[config.mk]
export PLATFORM = sky130hd
export DESIGN_NAME = hex_entry_ctrl
export DESIGN_NICKNAME = d
export VERILOG_FILES = /design/src/rtl/hex_entry_ctrl_pkg.sv /design/src/rtl/hex_entry_ctrl_btn_debounce.sv /design/src/rtl/hex_entry_ctrl.sv
export SDC_FILE = /design/constraint.sdc
export NUM_CORES = 1
export LEC_CHECK = 0
export ABC_AREA = 1
export BUFFER_PORTS_ARGS = -buffer_cell sky130_fd_sc_hd__clkbuf_2
export CAP_MARGIN = 20
export CORE_MARGIN = 3
export CORE_UTILIZATION = 45
export DETAILED_ROUTE_END_ITERATION = 7
export GPL_TIMING_DRIVEN = 0
export SLEW_MARGIN = 20
export SYNTH_ARGS = -nofsm -noshare
export SYNTH_HDL_FRONTEND = slang
export SYNTH_HIERARCHICAL = 1
export SYNTH_SLANG_ARGS = --single-unit
export TNS_END_PERCENT = 10
[constraint.sdc]
create_clock -name clk -period 1.8 [get_ports clk]
set_clock_uncertainty 0.15 [all_clocks]
set_input_delay 0.36 -clock clk [delete_from_list [all_inputs] [get_ports clk]]
set_output_delay 0.36 -clock clk [all_outputs]
set_load 0.01 [all_outputs]
[src/rtl/hex_entry_ctrl_pkg.sv]
// Shared definitions for the hex entry controller: debounce state encoding,
// button index assignments and the cursor reset position.
package hex_entry_ctrl_pkg;

  typedef enum logic [1:0] {
    ZERO      = 2'd0,
    WAIT_ONE  = 2'd1,
    ONE       = 2'd2,
    WAIT_ZERO = 2'd3
  } db_state_e;

  localparam int unsigned BTN_INC    = 0;
  localparam int unsigned BTN_DEC    = 1;
  localparam int unsigned BTN_CUR    = 2;
  localparam int unsigned BTN_COMMIT = 3;

  localparam int unsigned NUM_BTNS   = 4;
  localparam int unsigned NUM_DIGITS = 4;
  localparam int unsigned DIGIT_W    = 4;

  localparam logic [3:0] CURSOR_RST = 4'b0001;

endpackage

[src/rtl/hex_entry_ctrl_btn_debounce.sv]
// Single-button conditioner: 2-flop synchronizer followed by a debounce FSM.
// Ports:
//   clk, reset_n : clock, async active-low reset
//   btn_async    : raw button level, asynchronous to clk
//   level        : debounced level (high in ONE / WAIT_ZERO)
//   tick         : one-cycle pulse on accepted press (never on release)
module btn_debounce
  import hex_entry_ctrl_pkg::*;
#(
  parameter int unsigned DB_COUNT = 1_000_000,
  parameter int unsigned DB_W     = 20
) (
  input  logic clk,
  input  logic reset_n,
  input  logic btn_async,
  output logic level,
  output logic tick
);

  localparam logic [DB_W-1:0] CNT_LOAD = DB_W'(DB_COUNT - 1);

  logic [1:0]      sync_q, sync_d;
  db_state_e       state_q, state_d;
  logic [DB_W-1:0] cnt_q, cnt_d;
  logic            tick_q, tick_d;
  logic            level_q, level_d;
  logic            sync_c;

  // State and synchronizer registers
  always_ff @(posedge clk or negedge reset_n) begin
    if (!reset_n) begin
      sync_q  <= 2'b00;
      state_q <= ZERO;
      cnt_q   <= '0;
      tick_q  <= 1'b0;
      level_q <= 1'b0;
    end else begin
      sync_q  <= sync_d;
      state_q <= state_d;
      cnt_q   <= cnt_d;
      tick_q  <= tick_d;
      level_q <= level_d;
    end
  end

  // Next-state; tick and level are computed from the next state so they
  // change on the same edge as the state itself
  always_comb begin
    sync_d  = {sync_q[0], btn_async};
    sync_c  = sync_q[1];
    state_d = state_q;
    cnt_d   = cnt_q;
    tick_d  = 1'b0;
    case (state_q)
      ZERO: begin
        if (sync_c) begin
          state_d = WAIT_ONE;
          cnt_d   = CNT_LOAD;
        end
      end
      WAIT_ONE: begin
        if (!sync_c) begin
          state_d = ZERO;
        end else if (cnt_q == '0) begin
          state_d = ONE;
          tick_d  = 1'b1;
        end else begin
          cnt_d = cnt_q - DB_W'(1);
        end
      end
      ONE: begin
        if (!sync_c) begin
          state_d = WAIT_ZERO;
          cnt_d   = CNT_LOAD;
        end
      end
      WAIT_ZERO: begin
        if (sync_c) begin
          state_d = ONE;
        end else if (cnt_q == '0) begin
          state_d = ZERO;
        end else begin
          cnt_d = cnt_q - DB_W'(1);
        end
      end
      default: state_d = ZERO;
    endcase
    level_d = (state_d == ONE) || (state_d == WAIT_ZERO);
  end

  assign level = level_q;
  assign tick  = tick_q;

endmodule

[src/rtl/hex_entry_ctrl.sv]
// Four-digit hex entry: debounced buttons edit the digit under the cursor,
// rotate the cursor, or commit the working digits to value.
// Ports:
//   clk, reset_n        : clock, async active-low reset
//   btn[3:0]            : raw buttons {commit, cursor, dec, inc}
//   hex3..hex0          : working digits to the display driver
//   dp_out              : one-hot cursor (display decimal points)
//   value, commit_stb   : committed value and its one-cycle update strobe
//   btn_db              : debounced button levels
module hex_entry_ctrl
  import hex_entry_ctrl_pkg::*;
#(
  parameter int unsigned DB_COUNT = 1_000_000,
  parameter int unsigned DB_W     = 20
) (
  input  logic        clk,
  input  logic        reset_n,
  input  logic [3:0]  btn,
  output logic [3:0]  hex3,
  output logic [3:0]  hex2,
  output logic [3:0]  hex1,
  output logic [3:0]  hex0,
  output logic [3:0]  dp_out,
  output logic [15:0] value,
  output logic        commit_stb,
  output logic [3:0]  btn_db
);

  logic [NUM_BTNS-1:0] tick_c;
  logic [NUM_BTNS-1:0] level_c;

  for (genvar g = 0; g < NUM_BTNS; g++) begin : g_db
    btn_debounce #(
      .DB_COUNT (DB_COUNT),
      .DB_W     (DB_W)
    ) u_db (
      .clk       (clk),
      .reset_n   (reset_n),
      .btn_async (btn[g]),
      .level     (level_c[g]),
      .tick      (tick_c[g])
    );
  end

  logic [NUM_DIGITS-1:0][DIGIT_W-1:0] dig_q, dig_d;
  logic [3:0]                         dp_q, dp_d;
  logic [15:0]                        value_q, value_d;
  logic                               stb_q, stb_d;

  // Edit/commit registers
  always_ff @(posedge clk or negedge reset_n) begin
    if (!reset_n) begin
      dig_q   <= '0;
      dp_q    <= CURSOR_RST;
      value_q <= 16'h0000;
      stb_q   <= 1'b0;
    end else begin
      dig_q   <= dig_d;
      dp_q    <= dp_d;
      value_q <= value_d;
      stb_q   <= stb_d;
    end
  end

  // One action per cycle: commit > cursor > inc > dec
  always_comb begin
    dig_d   = dig_q;
    dp_d    = dp_q;
    value_d = value_q;
    stb_d   = 1'b0;
    if (tick_c[BTN_COMMIT]) begin
      value_d = dig_q;
      stb_d   = 1'b1;
    end else if (tick_c[BTN_CUR]) begin
      dp_d = {dp_q[2:0], dp_q[3]};
    end else if (tick_c[BTN_INC]) begin
      for (int unsigned i = 0; i < NUM_DIGITS; i++) begin
        if (dp_q[i]) dig_d[i] = dig_q[i] + 4'd1;
      end
    end else if (tick_c[BTN_DEC]) begin
      for (int unsigned i = 0; i < NUM_DIGITS; i++) begin
        if (dp_q[i]) dig_d[i] = dig_q[i] - 4'd1;
      end
    end
  end

  assign hex3       = dig_q[3];
  assign hex2       = dig_q[2];
  assign hex1       = dig_q[1];
  assign hex0       = dig_q[0];
  assign dp_out     = dp_q;
  assign value      = value_q;
  assign commit_stb = stb_q;
  assign btn_db     = level_c;

endmodule
==> metrics.md <==
| Metric | Value |
|---|---|
| CP Max Fanout | `10` |
| Logic gate share of total power | `0.138` |
| Setup tns final | `0 ns` |
| RSZ-0062 raised after global routing | `true` |
| Clk_lat worst skew | `0.42 ns` |
| Global route overflow | `0` |
| Fill cell count | `1719` |
| Achievable clock frequency | `573 MHz` |
| Seq/Total Area, Yosys | `0.404` |
| CTS tree | `yes` |
| Largest net degree at the start of global routing | `74` |
| Via density | `4.88` |
| NetSw | `2.30 mW` |
| Syn Area/Cell | `7.73 sq um` |
| Max_cap viols | `0` |
| Most common library cell in the layout ignoring fill and taps | `nand2_1` |
| Layout cells sized above 1 | `0.241` |
| Routed Antenna Nets | `0` |
| Slew HR | `0.627` |
| Via count | `6973` |
| Lkg Pwr | `5.01 nW` |
| Ys Warns | `6` |
| Pins over their slew limit | `0` |
| Worst-Margin Slew | `0.560 ns` |
| Final period util | `0.969` |
| IO Port Bufs | `46` |
| Drt wl/cell | `13.1 um` |
| Critical-path cell list | `inv_2 > ha_4 > nand2_4 > nor2_8 > nand3_4 > nand2_8 > inv_8 > buf_12 > nand2_2 > o21ai_2` |
| Worst EP arrival | `1.91 ns` |
| Initial Util | `0.466` |
| Placer Congestion | `0.882` |
| Residual DRC | `0` |
| Initial antenna violation count | `0` |
| Clock Pin Slew Worst Setup and Hold Paths | `0.06 ns` |
| Drt first pass iters | `4` |
| # setup viols final | `0` |
| Peak supply drop | `0.640 mV` |
| CTS root buf | `clkbuf_16` |
| Synth-to-Final Area Change | `19.0%` |
| Synthesized netlist net count | `1119` |
| Sequential power share | `0.403` |
| Die X | `143 um` |
| Post-route design area | `10100 sq um` |
| Die Ht | `143 um` |
| WL final | `18700 um` |
| Hold Vio Cnt, Final | `0` |
| Sw Share | `0.273` |
| Crit. End Element | `register` |
| Min Tclk post-route | `1.74 ns` |
| Hold Worst Slack | `0.195 ns` |
| Int Pwr | `6.12 mW` |
| # H-tree levels | `4` |
| Post-synth cell types | `31` |
| Cells after Synth | `1097` |
| Slowest cell on crit path | `dfrtp_1` |
| CORE AREA | `18200 sq um` |
| Post-DP HPWL | `13300 um` |
| Startpoint type of the worst setup path | `register` |
| Clock power frac | `0.459` |
| Clock Path Buffers | `2` |
| IO Count | `47` |
| DR iter-0 viols | `344` |
| Row count | `49` |
| Status | `finished, final reports clean` |
| Synthesized area | `8480 sq um` |
| Num CTS Buffers | `17` |
| Register area | `3430 sq um` |
| Clock sink total | `137` |
| First-pass GRT wire length | `32500 um` |
| Most frequent cells in the layout | `nand2_1, dfrtp_1, nor2_1, nand3_1, inv_1` |
| FF+latch count, synth | `137` |
| Worst Path Required | `1.97 ns` |
| Gr usage total | `0.195` |
| Max incr delay on CP | `0.41 ns` |
| Placed cell areas | `9050 sq um` |
| NumNets Final | `1210` |
| Cell Pwr Density | `834 nW/um^2` |
| Ant. Diodes | `0` |
| Multi-input gate area | `4470 sq um` |
| Worst setup path class | `register to register` |
| Vias in the first global route | `6602` |
| Worst Hold Class | `register to register` |
| Die ar. | `20500 sq um` |
-- per-stage QoR --
step                      utilization  instances  power (mW)  setup slack [ns]
after global routing            0.554       1430        8.83           -0.0358
after detailed placement        0.497       1373        4.51            -0.330
after CTS                       0.543       1416        8.49          -0.00405
after global placement          0.495       1372        4.49             -2.20
after floorplan                     -       1097        4.24           -0.0566
final                           0.554       1430        8.42            0.0552
-- worst paths after layout --
path / depth (start not counted) / start / endpoint / slack, ns
worst max register to register: 10 / g_db[3].u_db/cnt_q[0] / g_db[3].u_db/cnt_q[9] / 0.06
worst min-delay path: 0 / g_db[2].u_db/sync_q[0] / g_db[2].u_db/sync_q[1] / 0.20
min in group asynchronous: 2 / reset_n / value[4] / 0.34
max in group asynchronous: 3 / reset_n / g_db[2].u_db/state_q[0] / 0.40
worst max-delay path: 10 / g_db[3].u_db/cnt_q[0] / g_db[3].u_db/cnt_q[9] / 0.06
worst min register to register: 0 / g_db[2].u_db/sync_q[0] / g_db[2].u_db/sync_q[1] / 0.20
-- power by group through the flow --
stage	registers (mW)	clock network [mW]	logic (mW)
2_1_floorplan	3.40	0	0.837
6_report	3.39	3.87	1.16
5_1_grt	3.42	4.10	1.32
4_1_cts	3.39	3.98	1.13
3_3_place_gp	3.44	0	1.05
3_5_place_dp	3.44	0	1.07
-- layout make-up --
type,count,area share
inverters,122,0.0492
clock inverters,14,0.0218
clock buffers,18,0.0425
plain buffers,24,0.0270
well taps,229,0.0284
multi-input cells,814,0.443
flip-flops and latches,137,0.340
repair buffers,72,0.0481
-- repair_timing --
item / CTS / global route
setup endpoints to repair: 97 / 80
setup buffers: 6 / 14
hold endpoints to repair: 68 / 0
gates resized for setup: 20 / 26
pin swaps: 7 / 14
hold buffers: 5 / 0
-- critical path: cells and delay by family (launching register included) --
family          cells  cell delay [ns]
simple gates        5             0.51
compound gates      1             0.05
fa+ha+maj           1             0.17
flops               1             0.41
buf+inv             3             0.33
-- flip-flops by register name, summed over array words and instances, names as in the netlist --
name,flops
g_db.u_db/state_q,4
commit_stb,1
g_db.u_db/tick,4
dp_out,4
g_db.u_db/cnt_q,80
value,16
hex3,4
hex1,4
g_db.u_db/level,4
g_db.u_db/sync_q,8
hex2,4
hex0,4
-- synth_stat cells --
master	count	area share
clkinv_1	1	0.00044
nor2_1	136	0.060
nand4_1	12	0.0089
ha_1	12	0.018
dfstp_2	1	0.0031
inv_1	112	0.050
buf_2	6	0.0035
o21ai_0	12	0.0071
nand3_4	8	0.017
nand2_4	8	0.011
nand3_1	111	0.066
buf_4	1	0.00089
fa_1	4	0.0094
xor2_1	21	0.022
nor2_8	5	0.012
inv_6	4	0.0041
a21oi_1	3	0.0018
dfrtp_1	136	0.40
xnor2_1	5	0.0052
inv_4	1	0.00074
o21ai_1	24	0.014
or2_2	7	0.0052
clkinv_2	4	0.0024
clkbuf_1	4	0.0018
nand2_1	345	0.15
buf_6	5	0.0066
nor2_4	13	0.017
buf_12	8	0.019
o21ai_2	48	0.050
nand3_2	4	0.0047
nand2_2	36	0.027
-- kinds of logic (layout without fill, tap and decap cells) --
kind of cell | Yosys count | in the layout | share of synthesized area
AND/OR/NAND/NOR | 685 | 685 | 0.380
flip-flops | 137 | 137 | 0.404
buffers and inverters | 146 | 250 | 0.0890
adder cells (fa/ha/maj) | 16 | 16 | 0.0272
AO/OA/AOI/OAI | 87 | 87 | 0.0726
XOR/XNOR | 26 | 26 | 0.0269
-- layer usage --
metal | part of all wire | up-vias | track usage
met4 | 0.0082 | 0 | 0.0491
met2 | 0.48 | 84 | 0.317
met1 | 0.49 | 3241 | 0.268
li1 | - | 3637 | -
met3 | 0.029 | 11 | 0.0382
met5 | 0 | - | 0
(Power assumes the default switching activity.)
